<file path="config.mk">
export PLATFORM = sky130hd
export DESIGN_NAME = alu_cmd_sequencer
export DESIGN_NICKNAME = d
export VERILOG_FILES = /design/src/rtl/alu_cmd_sequencer.sv
export SDC_FILE = /design/constraint.sdc
export NUM_CORES = 1
export LEC_CHECK = 0
export CELL_PAD_IN_SITES_DETAIL_PLACEMENT = 1
export CELL_PAD_IN_SITES_GLOBAL_PLACEMENT = 2
export CORE_MARGIN = 2
export CORE_UTILIZATION = 21
export CTS_CLUSTER_DIAMETER = 50
export DETAILED_ROUTE_END_ITERATION = 16
export GPL_ROUTABILITY_DRIVEN = 0
export HOLD_SLACK_MARGIN = 0.06
export PLACE_DENSITY_LB_ADDON = 0.1
export SETUP_SLACK_MARGIN = 0.5
export SYNTH_ARGS = -nofsm -noshare
export SYNTH_HDL_FRONTEND = slang
export SYNTH_SLANG_ARGS = --single-unit
</file>
<file path="constraint.sdc">
create_clock -name clk -period 1.2 [get_ports clk]
set_input_delay 0.3 -clock clk [delete_from_list [all_inputs] [get_ports clk]]
set_output_delay 0.3 -clock clk [all_outputs]
set_load 0.05 [all_outputs]
</file>
<file path="src/rtl/alu_cmd_sequencer.sv">
// alu_cmd_sequencer: accumulator machine that feeds an external combinational ALU,
// waits a settle time, captures its result/flags and returns them over a valid/ready port.
module alu_cmd_sequencer #(
    parameter int SETTLE_CYCLES = 1
) (
    input  logic       clk,
    input  logic       rst_n,
    input  logic       cmd_valid,
    output logic       cmd_ready,
    input  logic [1:0] cmd_mode,
    input  logic [2:0] cmd_op,
    input  logic [7:0] cmd_a,
    input  logic [7:0] cmd_b,
    input  logic [3:0] cmd_s_amt,
    output logic [7:0] alu_a,
    output logic [7:0] alu_b,
    output logic [3:0] alu_s_amt,
    output logic [2:0] alu_control,
    input  logic [7:0] alu_result,
    input  logic [3:0] alu_flags,
    output logic [7:0] acc,
    output logic [3:0] flags,
    output logic       rsp_valid,
    input  logic       rsp_ready,
    output logic [7:0] rsp_data,
    output logic [3:0] rsp_flags
);
    typedef enum logic [1:0] {IDLE, DRIVE, RESP} state_t;
    state_t state, state_nx;
    logic [3:0] cnt;
    logic       accept;
    logic [7:0] ld_val;
    logic [3:0] ld_flags;

    assign rsp_valid = (state == RESP);
    assign accept    = (state == IDLE) && cmd_valid && cmd_ready;

    always_comb begin
        state_nx = state;
        ld_val   = cmd_mode[0] ? 8'd0 : cmd_b;
        ld_flags = cmd_mode[0] ? 4'b0010 : {1'b0, cmd_b[7], cmd_b == 8'd0, 1'b0};
        unique case (state)
            IDLE:    if (accept) state_nx = cmd_mode[1] ? RESP : DRIVE;
            DRIVE:   if (cnt == 4'd0) state_nx = RESP;
            RESP:    if (rsp_ready) state_nx = IDLE;
            default: state_nx = IDLE;
        endcase
    end

    // cmd_ready is registered so it reads 0 during reset and rises on the first clock after release
    always_ff @(posedge clk or negedge rst_n) begin
        if (!rst_n) begin
            state       <= IDLE;
            cmd_ready   <= 1'b0;
            cnt         <= 4'd0;
            alu_a       <= 8'd0;
            alu_b       <= 8'd0;
            alu_s_amt   <= 4'd0;
            alu_control <= 3'd0;
            acc         <= 8'd0;
            flags       <= 4'd0;
            rsp_data    <= 8'd0;
            rsp_flags   <= 4'd0;
        end else begin
            state     <= state_nx;
            cmd_ready <= (state_nx == IDLE);
            if (accept && !cmd_mode[1]) begin
                alu_a       <= cmd_mode[0] ? cmd_a : acc;
                alu_b       <= cmd_b;
                alu_s_amt   <= cmd_s_amt;
                alu_control <= cmd_op;
                cnt         <= 4'(SETTLE_CYCLES - 1);
            end
            if (accept && cmd_mode[1]) begin
                acc       <= ld_val;
                flags     <= ld_flags;
                rsp_data  <= ld_val;
                rsp_flags <= ld_flags;
            end
            if (state == DRIVE && cnt == 4'd0) begin
                acc       <= alu_result;
                flags     <= alu_flags;
                rsp_data  <= alu_result;
                rsp_flags <= alu_flags;
            end else if (state == DRIVE) begin
                cnt <= cnt - 4'd1;
            end
        end
    end
endmodule

</file>
* Word level (Yosys, flattened, before mapping)
Cells that the tools add are included.
** Word-level totals
- Register bits after elaboration :: 42
- Output and inout bits :: 49
- Word-level logic and storage cells :: 38
** Operators by class
- Add/subtract/negate cells :: 1
- Equality and inequality tests :: 2
- Mux-type cells :: 15
- Reductions and logical operators :: 11
** Operators by type and width (count)
- $mux 8 :: 4
- $mux 4 :: 5
- $logic_not 8->1 :: 1
- $mux 2 :: 4
- $pmux 2 s3 :: 1
- $logic_and 1x1->1 :: 5
- $logic_not 2->1 :: 2
- $logic_not 4->1 :: 1
- $sub 4x1->4 const B :: 1
- $mux 3 :: 1
- $eq 2x1->1 const B :: 1
- $eq 2x2->1 const B :: 1
- $reduce_bool 2->1 :: 1
- $logic_not 1->1 :: 1

* Longest topological paths before layout
Gate-level depths: netlist of run 1.
- Word-level depth :: 7
- Mapped depth :: 6

* Least setup slack after synthesis of run 1
No wires, ideal clock.
- Kind :: register to register
- From :: register cmd_ready
- To :: register alu_a[2]
- Arrival :: 1396 ps
- Required time :: 1078 ps
- Setup slack :: -318 ps
- Cell stages (with the launch flop) :: 7
- Cell sequence :: dfrtp_1 -> and4bb_4 -> nand2b_1 -> buf_2 -> buf_4 -> nand2_1 -> o21ai_1
** On the way
- Longest elaborated chain between the ends :: 2
** Ends and longest elaborated chain
- start: declaration :: line 9 : output logic cmd_ready,
- start signal: assignment :: line 66 : cmd_ready <= (state_nx == IDLE);
- $logic_and 1x1->1 :: line 36 : assign accept = (state == IDLE) && cmd_valid && cmd_ready;
- $logic_and 1x1->1 :: line 67 : if (accept && !cmd_mode[1]) begin
- end signal: assignment :: line 68 : alu_a <= cmd_mode[0] ? cmd_a : acc;
- end: declaration :: line 15 : output logic [7:0] alu_a,
Every way passes these cells.
A chain may end at the register's enable or synchronous reset.

* Worst setup path in the final report of run 1
- From :: register state[0]
- To :: output port rsp_valid
** On the way
- Longest elaborated chain between the ends :: 1
** Ends and longest elaborated chain
- start: declaration :: line 29 : state_t state, state_nx;
- start signal: assignment :: line 65 : state <= state_nx;
- $eq 2x2->1 :: line 35 : assign rsp_valid = (state == RESP);
- end: declaration :: line 23 : output logic rsp_valid,
Every way passes these cells.

==> summary.md, run 1 <==
| Metric | Value |
|---|---|
| Outcome | complete, but fails checks |
| Failing checks | negative hold slack, negative setup slack |
| Initial DRC Count | 14 |
| Achievable frequency | 669 MHz |
| R2R cell count | 7 |
| VDD IR-drop max | 1.39 mV |
| Area occupied by multi-input gates | 1050 µm² |
| Post-route ant nets | 0 |
| Top post-synthesis cells by area | dfrtp_1, nand2_1, buf_4 |
| Slowest-stage cell, CP | dfrtp_1 |
| DRC viols | 0 |
| Final count of hold timing violations | 42 |
| Number of buffers and inverters on the critical path | 2 |
| Worst Setup Path Type | reg -> out |
| Final Skew | 0.00834 ns |
| Syn Std Cell Area | 2030 µm² |
| RSZ-0062 raised after global routing | true |
| Crit. Startpoint | state[0]$_DFF_PN0_ |
| CP arrival | 1.20 ns |
| Dpl hpwl | 4720 µm |
| Yosys cell types | 34 |
| Core area | 9330 µm² |
| Synth Warn # | 0 |
| Fin worst setup slack | -0.296 ns |
| Required @ worst endpoint | 0.90 ns |
| Grt ovf | 0 |
| Via count | 1960 |
| Reg-to-Reg End | alu_b[0]$_DFFE_PN0P_ |
| Finished Layout Cells | 469 |
| Post-synth top area share | 51.7% |
| Worst-skew pair later-pin latency | 0.30 ns |
| Sequential area share after synthesis | 51.7% |
| CTS tree | yes |
| Max cap viols | 0 |
| Startpoint Class | flop |
| Number of global-route vias before repair | 2071 |
| PwrDens | 3140 nW/µm² |
| Hold Crit Class | in -> async |
| First-pass GRT wire length | 11300 µm |
| Largest net degree at the start of global routing | 43 |
| Fraction of registers with async set/reset | 100% |
| Post-synth EDFFs | 0 |
| H-tree levels | 2 |
| Cell accounting for the most synthesized area | dfrtp_1 |
| Initial antenna violation count | 0 |
| Slew @ Worst Pin | 0.451 ns |
| Filler Cell Count | 980 |
| Initial Util | 21.8% |
| Total power draw | 14.1 mW |
| Vias per Instance | 4.18 |
| Reg area | 1090 µm² |
| Pleak | 2.04 nW |
| Cells along the critical path | buf_6, and2b_4, buf_12 |
| Final Max Slew Viols | 0 |
| Sink Count | 42 |
| I/O pin cnt | 90 |
| Final #Nets | 381 |
| Syn Area/Cell | 9.63 µm² |
| Crit path max-delay family | flip-flops |
| CP endpoint kind | primary output |
| WL final | 7130 µm |
| Post-Route Utilization | 48.0% |
| CP peak stage delay | 0.41 ns |
| Area Overhead vs Synth | 120% |
| Row Count | 35 |
| Worst slew margin | 69.7% |
| RR Startpoint | state[0]$_DFF_PN0_ |
| DIE AREA | 10500 µm² |
| # diodes | 0 |
| Router iterations before antenna repair | 3 |
| Clk buf depth | 2 |
| Share of cells above drive strength 1 | 60.9% |
| Top FF cell, synth | dfrtp_1 |
| Routed WL per cell | 15.2 µm |
| Placed Instances | 429 |
| Crit-path max FO | 2 |
| Root Driver | clkbuf_8 |
| Post-synth net total | 253 |
| Total track usage | 14.3% |
| Port Buffers | 89 |
| Tcrit/Tclk final | 125% |
| Worst reg2reg setup slack | -0.29 ns |
| #FFs+latches synth | 42 |
| Die X | 102 µm |
| Min Tclk post-route | 1.50 ns |
| Post-synthesis instance total | 211 |
| Chip height | 102 µm |
| Final Hold Slack | -0.0357 ns |
| CTS buffer count | 5 |
| Clock-pin slew on the worst setup and hold paths | 0.09 ns |
| Final setup fails | 68 |
==> sequential cells by signal, summed over array words and instances, names as in the netlist <==
register / flops
alu_control: 3
cnt: 4
alu_a: 8
alu_s_amt: 4
state: 2
rsp_flags: 4
alu_b: 8
cmd_ready: 1
rsp_data: 8
==> cell usage after synthesis, types with 2 or more instances <==
cell	instances
nand3_1	3
nand2b_1	2
buf_6	4
o21ai_0	5
nor2_1	10
inv_1	5
a31oi_2	2
mux2i_1	8
buf_2	5
dfrtp_1	42
a21oi_1	2
nand3b_1	7
and2b_2	2
buf_4	14
o21ai_1	7
o22ai_1	2
nand2_1	67
a31oi_1	7
nor4_1	2
==> repair_timing <==
action | 4_1_cts | 5_1_grt
pin swaps | 27 | 19
endpoints found under the hold margin | 42 | 42
cloned | 4 | 1
setup endpoints to repair | 91 | 91
resized for setup | 44 | 55
buffers inserted | 19 | 8
==> metal layers <==
metal | global-route usage (%) | share of wire (%) | vias up
li1 | - | - | 948
met1 | 19.6 | 45 | 954
met2 | 22.9 | 49 | 53
met3 | 3.42 | 4.8 | 5
met4 | 3.08 | 0.80 | 0
met5 | 0 | 0 | -
==> worst reg2reg max path: cells and delay by family, from the launching register on <==
family | cells | cell delay, ns
and+or+nand+nor | 4 | 0.65
buffers and inverters | 3 | 0.38
DFF | 1 | 0.41
==> power by group <==
part	leakage (nW)	internal, mW	switching, mW	total (mW)
combinational	1.48	4.91	4.66	9.58
sequential	0.488	2.20	0.869	3.07
clock	0.0714	0.888	0.533	1.42
total	2.04	8.00	6.07	14.1
==> metrics by stage <==
step | setup WS [ns] | hold WS, ns | setup TNS (ns) | instance area, µm²
4_1_cts | -0.288 | -0.0329 | -11.13 | 4190
5_1_grt | -0.344 | -0.0190 | -14.74 | 4470
2_1_floorplan | -0.144 | 0.00441 | -4.88 | 2170
3_3_place_gp | -0.437 | 0.306 | -16.64 | 3660
6_report | -0.296 | -0.0357 | -11.83 | 4470
3_5_place_dp | -0.472 | 0.302 | -17.43 | 3660
==> cells in the final DEF, fill, tap and decap left out, types with 10 or more instances in the layout <==
master           count
nand2_2             25
o21ai_1             11
nand2_4             19
clkdlybuf4s50_1     39
buf_12              58
nor2_1              10
nand2_1             22
buf_4               34
dfrtp_1             11
dfrtp_2             31
==> layout make-up <==
type	count	share of cell area [%]
Clock buffer	6	1.85
Clock inverter	2	1.34
Inverter	5	0.420
Multi-Input combinational cell	141	23.5
Sequential cell	42	24.4
Tap cell	129	3.61
Timing Repair Buffer	144	44.9
==> worst max-delay path by stage <==
stage                               end  cells after the start
3_3_place_gp           cnt[1]$_DFF_PN0_                      6
3_5_place_dp   rsp_flags[0]$_DFFE_PN0P_                      6
5_1_grt            alu_b[0]$_DFFE_PN0P_                      7
6_report                      rsp_valid                      3
2_1_floorplan      alu_b[0]$_DFFE_PN0P_                      6
4_1_cts                       rsp_valid                      3
==> cells by family (layout without fill, tap and decap cells) <==
| logic type | Yosys count | count (layout) | synth area share [%] |
|---|---|---|---|
| buf+inv | 29 | 157 | 10.3 |
| compound gates | 30 | 30 | 9.61 |
| flops | 42 | 42 | 51.7 |
| fa+ha+maj | 1 | 1 | 0.616 |
| xor+xnor | 1 | 1 | 0.431 |
| simple gates | 100 | 101 | 23.4 |
| mux | 8 | 8 | 3.94 |
No activity file was read; power rests on OpenSTA's default activity.
==> run 2: changes to the inputs <==
Settings changed: CORE_UTILIZATION 21 to 22, CTS_BUF_LIST set to sky130_fd_sc_hd__clkbuf_8.
==> run 2 against run 1 <==
  * The run still ends with negative hold slack, negative setup slack left
  * Sequential power barely moved
  * Non-clock buffer count rose by 10
  * Global-route usage rose by 1.2 points
  * Count of clock-buffer cells in the layout did not move
  * Utilization rose by 1.8 points
  * Setup slack improved by 0.015 ns
  * Die area fell by 4.4%
  * Maximum frequency rose by 1.0%
  * Largest cell class unchanged
  * Highest routed layer unchanged
==> summary.md, run 2 (synthesis gave the netlist of run 1 again) <==
| Metric | Value |
|---|---|
| Via count | 2019 |
| DIE AREA | 10000 µm² |
| Clock-pin slew on the worst setup and hold paths | 0.08 ns |
| Required @ worst endpoint | 0.90 ns |
| Total power draw | 14.2 mW |
| Grt ovf | 0 |
| Reg area | 1090 µm² |
| Hold Crit Class | in -> async |
| # diodes | 0 |
| Final setup fails | 68 |
| Worst-skew pair later-pin latency | 0.30 ns |
| Die X | 100 µm |
| Final Skew | 0.00632 ns |
| Share of cells above drive strength 1 | 62.0% |
| Crit-path max FO | 2 |
| Final Max Slew Viols | 0 |
| Port Buffers | 89 |
| Tcrit/Tclk final | 123% |
| Dpl hpwl | 4730 µm |
| RSZ-0062 raised after global routing | true |
| Finished Layout Cells | 461 |
| Max cap viols | 0 |
| CP endpoint kind | primary output |
| Placed Instances | 410 |
| Commonest non-fill, non-tap cell in the layout | buf_12 |
| CP arrival | 1.18 ns |
| Total track usage | 15.5% |
| Achievable frequency | 675 MHz |
| Initial DRC Count | 27 |
| Fin worst setup slack | -0.280 ns |
| DR WL met3 | 309 µm |
| Final #Nets | 391 |
| Chip height | 100 µm |
| WL met2 | 3960 µm |
| Row Count | 35 |
| WL final | 7560 µm |
| Area Overhead vs Synth | 123% |
| Sink Count | 42 |
| Worst slew margin | 64.3% |
| PwrDens | 3120 nW/µm² |
| Pleak | 2.04 nW |
| Commonest non-fill, non-tap cells in the layout | buf_12, buf_4, clkdlybuf4s50_1 |
| Final Hold Slack | -0.0391 ns |
| Root Driver | clkbuf_8 |
| Largest net degree at the start of global routing | 43 |
| Number of global-route vias before repair | 2179 |
| Slew @ Worst Pin | 0.531 ns |
| Clk buf depth | 2 |
| CTS tree | yes |
| Failing checks | negative hold slack, negative setup slack |
| CTS buffer count | 5 |
| WL met1 | 3230 µm |
| Startpoint Class | flop |
| VDD IR-drop max | 1.59 mV |
| Area occupied by multi-input gates | 1060 µm² |
| I/O pin cnt | 90 |
| Core area | 9110 µm² |
| Outcome | complete, but fails checks |
| Min Tclk post-route | 1.48 ns |
| Routed WL per cell | 16.4 µm |
| Post-route ant nets | 0 |
| DRC viols | 0 |
| Vias per Instance | 4.38 |
| Filler Cell Count | 941 |
| H-tree levels | 2 |
| Router iterations before antenna repair | 4 |
| Uppermost layer routed | met4 |
| Biggest regs | alu_a (8), alu_b (8), rsp_data (8) |
| Worst Setup Path Type | reg -> out |
| First-pass GRT wire length | 11900 µm |
| Dpl ws | -0.475 ns |
| Initial Util | 22.3% |
| Initial antenna violation count | 0 |
| Final count of hold timing violations | 42 |
[run 2: stage by stage]
step                util [%]  instance area [µm²]  hold slack, ns  TNS, ns
floorplan                  -                 2170         0.00441    -4.88
global placement        40.0                 3640           0.304   -16.43
detailed placement      40.0                 3640           0.304   -17.29
CTS                     46.9                 4270         -0.0237    -9.74
global route            49.7                 4530         -0.0245   -12.64
finish                  49.7                 4530         -0.0391    -8.71
[run 2: final timing paths]
| path | from | end | slack, ns | depth (start not counted) |
|---|---|---|---|---|
| max | state[0]$_DFF_PN0_ | rsp_valid | -0.28 | 3 |
| min | rst_n | alu_a[6]$_DFFE_PN0P_ | -0.04 | 2 |
| max reg2reg | state[0]$_DFF_PN0_ | alu_a[4]$_DFFE_PN0P_ | -0.27 | 5 |
| min reg2reg | alu_a[3]$_DFFE_PN0P_ | alu_a[3]$_DFFE_PN0P_ | 0.53 | 2 |
| max in group asynchronous | rst_n | cmd_ready$_DFF_PN0_ | 1.00 | 2 |
| min in group clk | cmd_valid | cmd_ready$_DFF_PN0_ | 0.52 | 3 |
[run 2: per-layer routing]
metal,up-vias,track usage (%)
met1,994,19.9
met5,-,0
met3,4,3.55
met2,50,26.7
li1,971,-
met4,0,3.48
[run 2: what timing repair did]
| item | 4_1_cts | 5_1_grt |
|---|---|---|
| hold endpoints to repair | 42 | 42 |
| gates resized for setup | 52 | 45 |
| pin swaps | 35 | 13 |
| buffers inserted | 26 | 9 |
| endpoints found under the setup margin | 91 | 91 |
| gates cloned | 7 | 1 |
[run 2: area by class of cell]
class | instances | area share, %
clock buffer | 6 | 1.82
tap | 111 | 3.07
multi-input combinational | 141 | 23.4
sequential | 42 | 24.0
timing repair buffer | 154 | 47.1
inverter | 5 | 0.414
clock inverter | 2 | 0.193
[run 2: report_power, final]
part           switching (mW)  internal (mW)  leakage (nW)  total, mW
registers               0.892           2.19         0.492       3.08
logic                    4.84           5.26          1.49       10.1
clock network           0.522          0.457        0.0524      0.979
[run 2: critical path, stage by stage (launching register included)]
cell     delay (ns)
dfrtp_1        0.39
buf_6          0.12
and2b_4        0.24
buf_12         0.13
==> run 3: changes to the inputs <==
Settings changed: CTS_CLUSTER_SIZE set to 24.
==> results of run 3 <==
The final DEF is identical to that of run 2; final timing and power are the same.
